### src/rtl/dpram_fifo_ctrl.sv
// Valid/ready FIFO controller for a synchronous dual-port RAM with a registered read.
// Port A writes only, port B reads only; the controller keeps pointers, occupancy and flags.
module dpram_fifo_ctrl #(
  parameter int DEPTH = 8,
  parameter int WIDTH = 8,
  localparam int AW = $clog2(DEPTH)
) (
  input  logic             clk,
  input  logic             rst,
  input  logic             s_valid,
  output logic             s_ready,
  input  logic [WIDTH-1:0] s_data,
  output logic             m_valid,
  input  logic             m_ready,
  output logic [WIDTH-1:0] m_data,
  output logic             ram_we_a,
  output logic [AW-1:0]    ram_addr_a,
  output logic [WIDTH-1:0] ram_din_a,
  output logic             ram_we_b,
  output logic [AW-1:0]    ram_addr_b,
  output logic [WIDTH-1:0] ram_din_b,
  input  logic [WIDTH-1:0] ram_dout_b,
  output logic [AW:0]      level,
  output logic             full,
  output logic             empty
);

  localparam logic [AW:0] FULL_CNT = (AW+1)'(DEPTH);

  logic [AW-1:0] wr_ptr_q, wr_ptr_d;
  logic [AW-1:0] rd_ptr_q, rd_ptr_d;
  logic [AW-1:0] rd_ptr_inc;
  logic [AW:0]   wr_cnt_q, wr_cnt_d;
  logic [AW:0]   rd_cnt_q, rd_cnt_d;
  logic          push_d_q, push_d_d;
  logic          push;
  logic          pop;

  assign full    = (wr_cnt_q == FULL_CNT);
  assign empty   = (wr_cnt_q == '0);
  assign level   = wr_cnt_q;
  assign s_ready = !full;
  assign m_valid = (rd_cnt_q != '0);
  assign push    = s_valid & s_ready;
  assign pop     = m_valid & m_ready;

  assign rd_ptr_inc = rd_ptr_q + AW'(1);

  assign ram_we_a   = push;
  assign ram_addr_a = wr_ptr_q;
  assign ram_din_a  = s_data;
  assign ram_we_b   = 1'b0;
  assign ram_din_b  = '0;
  // Look ahead on pop so the registered read always presents the next head entry.
  assign ram_addr_b = pop ? rd_ptr_inc : rd_ptr_q;
  assign m_data     = ram_dout_b;

  always_comb begin
    wr_ptr_d = wr_ptr_q;
    rd_ptr_d = rd_ptr_q;
    if (push) wr_ptr_d = wr_ptr_q + AW'(1);
    if (pop)  rd_ptr_d = rd_ptr_inc;
    wr_cnt_d = wr_cnt_q + (AW+1)'(push) - (AW+1)'(pop);
    // Reader count trails by one cycle so an entry is visible only after its RAM write lands.
    rd_cnt_d = rd_cnt_q + (AW+1)'(push_d_q) - (AW+1)'(pop);
    push_d_d = push;
  end

  always_ff @(posedge clk) begin
    if (rst) begin
      wr_ptr_q <= '0;
      rd_ptr_q <= '0;
      wr_cnt_q <= '0;
      rd_cnt_q <= '0;
      push_d_q <= 1'b0;
    end else begin
      wr_ptr_q <= wr_ptr_d;
      rd_ptr_q <= rd_ptr_d;
      wr_cnt_q <= wr_cnt_d;
      rd_cnt_q <= rd_cnt_d;
      push_d_q <= push_d_d;
    end
  end

endmodule

### config.mk
export PLATFORM = sky130hd
export DESIGN_NAME = dpram_fifo_ctrl
export DESIGN_NICKNAME = d
export VERILOG_FILES = /design/src/rtl/dpram_fifo_ctrl.sv
export SDC_FILE = /design/constraint.sdc
export NUM_CORES = 1
export LEC_CHECK = 0
export CAP_MARGIN = 0
export CORE_UTILIZATION = 41
export DETAILED_ROUTE_END_ITERATION = 10
export PLACE_DENSITY = 0.85
export SYNTH_ARGS = -nofsm -noshare
export SYNTH_HDL_FRONTEND = slang
export SYNTH_SLANG_ARGS = --single-unit
### constraint.sdc
create_clock -name clk -period 5.5 [get_ports clk]
set_input_delay 1.1 -clock clk [delete_from_list [all_inputs] [get_ports clk]]
set_output_delay 1.1 -clock clk [all_outputs]
set_load 0.01 [all_outputs]
# ---- Word level (Yosys, flattened, before mapping)
# Cells that the tools add are included.
dict set report op_classes {
  eq_ne 1
  n_reduce_logical 3
  bitwise_logic 2
  addsub 6
  mux 1
}
# op n
set ops {}
lappend ops {{$add 4x1->4} 2}
lappend ops {{$sub 4x1->4} 2}
lappend ops {{$add 3x1->3 const B} 2}
lappend ops {{$eq 4x4->1 const B} 1}
lappend ops {{$logic_not 4->1} 1}
lappend ops {{$reduce_bool 4->1} 1}
lappend ops {{$mux 3} 1}
lappend ops {{$and 1x1->1} 2}
lappend ops {{$logic_not 1->1} 1}
dict set report totals {
  output_inout_bits 40
  register_bits 15
  word_cells 18
  input_bits 20
}

# ---- Logic depth before layout (Yosys ltp)
dict set report logic_depth {
  word_depth 5
  depth_mapped 11
  depth_no_buf 11
}

# ---- Worst setup path after synthesis
# OpenSTA, ideal clock, no wires.
dict set report synth_timing {
  kind {input to output}
  start {input m_ready}
  end {output ram_addr_b[2]}
  n_path_buf 0
  arrival_ns 1.500
  setup_slack_ns 2.900
  stages 2
  required_ns 4.400
  path_cell_list {and3_4 xor2_1}
}
dict set report synth_between {
  elab_chain_len 2
}
# item line
set synth_lines {}
lappend synth_lines {{from (decl)} 14} ;# input logic m_ready,
lappend synth_lines {{$and 1x1->1} 45} ;# assign pop = m_valid & m_ready;
lappend synth_lines {{$mux 3} --}
lappend synth_lines {{to (decl)} 20} ;# output logic [AW-1:0] ram_addr_b,
# No other way between the ends.

# ---- Worst setup path after layout
dict set report layout_timing {
  start {input m_ready}
  end {output ram_addr_b[0]}
}
# The elaborated chain is that of the path after synthesis.

==> impl_metrics.env <==
export IMPL_outcome="finished, final reports clean"
export IMPL_power_w=0.000610
export IMPL_syn_area_um2=1080
export IMPL_routed_wl_met2_um=905
export IMPL_vias_per_cell=4.58
export IMPL_grt_antenna_before_repair=0
export IMPL_worstSetupStartpointType="primary input"
export IMPL_power_internal_w=0.000371
export IMPL_clockRootBuffer="clkbuf_4"
export IMPL_post_cts_setup_buffers=0
export IMPL_finalNetCount=158
export IMPL_io_pins=60
export IMPL_netSwitchingPower_w=0.000239
export IMPL_antenna_left=0
export IMPL_num_vias=705
export IMPL_grtUsageTotal_pct=13.1
export IMPL_clockPowerShare_pct=10.3
export IMPL_place_gp_congestion=0.779
export IMPL_setup_tns_ns=0
export IMPL_synthFlopType="dfxtp_1"
export IMPL_nFillCells=246
export IMPL_ys_ff_latch=15
export IMPL_wl_met3_um=112
export IMPL_finalHoldViolCount=0
export IMPL_p_leak_nw=0.520
export IMPL_die_w_um=53.4
export IMPL_mostFrequentLayoutCells="clkdlybuf4s50_1 (18), dfxtp_1 (15), ha_1 (11)"
export IMPL_die_height_um=53.4
export IMPL_worstSkewPairLatency_ns=0.28
export IMPL_relSlewSlack_pct=52.5
export IMPL_initial_utilization_pct=43.7
export IMPL_syn_to_final_growth_pct=7.17
export IMPL_grt_max_degree=22
export IMPL_syn_inst=121
export IMPL_cp_required_ns=4.40
export IMPL_route_detailed_drc=0
export IMPL_worst_slew_pin_slew_ns=0.710
export IMPL_ys_seq_area_share_pct=27.7
export IMPL_period_share_pct=66.0
export IMPL_fp_row_count=18
export IMPL_dpl_hpwl_um=1370
export IMPL_drtIter0Drc=5
export IMPL_rsz0062_at_grt="no"
export IMPL_pre_cts_ws_ns=1.86
export IMPL_sw_frac_of_total_pct=39.2
export IMPL_hold_path_class="flop to flop"
export IMPL_ys_types=27
export IMPL_crit_type="primary input to output pin"
export IMPL_syn_avg_cell_area_um2=8.94
export IMPL_powerDensity_nw_per_um2=526
export IMPL_gr_total_overflow=0
export IMPL_clock_path_buffers=2
export IMPL_synth_top_area_share_pct=27.7
export IMPL_cts_sinks=15
export IMPL_dieArea_um2=2850
export IMPL_cp_max_fo=4
export IMPL_finalSetupViolCount=0
export IMPL_yosys_area_top_type="dfxtp_1"
export IMPL_async_flop_share_pct=0
export IMPL_ys_warn_count=0
export IMPL_cts_made_buffers=3
export IMPL_met1Wirelength_um=722
export IMPL_routed_top_layer="met3"
export IMPL_core_area_um2=2480
export IMPL_critPathCaptureType="output pin"
export IMPL_seqPwrFrac_pct=28.5
export IMPL_arrival_ns=2.53
export IMPL_synth_edf_count=0
export IMPL_cts_htree_levels=1
export IMPL_drive_gt1_share_pct=12.9
export IMPL_routedWlPerCell_um=11.3
export IMPL_min_period_ns=3.63
export IMPL_drt_first_pass_iters=4
export IMPL_max_freq_mhz=275
export IMPL_cts_tree="done"
export IMPL_cts_hold_fix_buffers=0
export IMPL_slew_viol_final=0
export IMPL_cts_resized=0
export IMPL_drv_cap=0
export IMPL_final_common_cell="clkdlybuf4s50_1"
export IMPL_diodes=0
export IMPL_portBuffers=18
export IMPL_path_clk_slew_ns=0.09
export IMPL_setup_ws_ns=1.87
export IMPL_ir_drop_mv=0.282
export IMPL_pwr_share_comb_pct=61.1
export IMPL_fin_skew_ns=0.00195
export IMPL_grt_pass1_wl_um=2740
export IMPL_wl_um=1740
export IMPL_grt_pass1_vias=659
export IMPL_yosys_top_cells_area="dfxtp_1 (28%), buf_4 (17%), ha_1 (13%)"
==> stage by stage <==
step                      utilization [%]  instance area [µm²]  cells  hold WS (ns)
after floorplan                         -                 1110    129         0.493
after detailed placement             45.7                 1130    150         0.488
after global placement               45.7                 1130    150         0.468
final                                46.8                 1160    154         0.489
after CTS                            46.8                 1160    154         0.501
after global routing                 46.8                 1160    154         0.539
==> metal layers <==
metal	track usage, %	vias up
li1	-	355
met5	0	-
met2	22.1	19
met1	15.2	331
met3	3.45	0
met4	6.14	0
==> synthesized netlist by cell type, types with 2 or more instances <==
library cell / instances
buf_4: 25
dfxtp_1: 15
ha_1: 11
inv_1: 9
nor2_1: 9
nor2b_1: 7
a21oi_1: 6
nand2_1: 4
nand2b_1: 4
xnor2_1: 4
nand3_1: 3
a31o_2: 2
buf_2: 2
fa_1: 2
inv_2: 2
mux2_2: 2
o21ai_0: 2
or3_2: 2
xor2_1: 2
==> critical path, cell delays in order <==
cell             delay, ns
clkdlybuf4s50_1       0.53
nand2_1               0.17
xnor2_1               0.17
clkdlybuf4s50_1       0.55
==> final timing paths <==
| check | cells past startpoint | slack, ns | from | end |
|---|---|---|---|---|
| worst min register to register | 2 | 0.49 | ram_addr_a[2]$_SDFFE_PP0P_ | ram_addr_a[2]$_SDFFE_PP0P_ |
| worst max register to register | 11 | 3.34 | rd_cnt_q[2]$_SDFF_PP0_ | level[2]$_SDFF_PP0_ |
| worst min-delay path | 2 | 0.49 | ram_addr_a[2]$_SDFFE_PP0P_ | ram_addr_a[2]$_SDFFE_PP0P_ |
| worst max-delay path | 4 | 1.87 | m_ready | ram_addr_b[0] |
==> power groups by stage <==
stage / sequential (W) / combinational [W] / clock, W
after floorplan: 0.000178 / 0.000253 / 0
after global placement: 0.000175 / 0.000352 / 0
after detailed placement: 0.000177 / 0.000372 / 0
after CTS: 0.000175 / 0.000378 / 0.0000660
after global routing: 0.000179 / 0.000423 / 0.0000702
final: 0.000174 / 0.000373 / 0.0000630
==> flip-flops by register name, summed over array words and instances (netlist names) <==
signal,count
push_d_q,1
level,4
ram_addr_a,3
rd_cnt_q,4
rd_ptr_q,3
==> layout make-up <==
cell class,instances,area (µm²),share of cell area (%)
multi-input cells,76,573,49.4
well taps,30,37.5,3.24
repair buffers,18,180,15.5
inverters,11,41.3,3.56
clock inverters,1,5.00,0.432
clock buffers,3,22.5,1.94
flip-flops and latches,15,300,25.9
==> cell families (layout without fill, tap and decap cells) <==
group	count (synthesis)	after routing	share of synthesized area (%)
XOR/XNOR	6	6	4.86
adder cells (fa/ha/maj)	13	13	16.4
AND/OR/NAND/NOR	34	34	18.8
other	1	9	0.346
flip-flops	15	15	27.7
buffers and inverters	38	33	22.1
multiplexers	4	4	4.39
AO/OA/AOI/OAI	10	10	5.32
No activity file was read; power rests on OpenSTA's default activity.
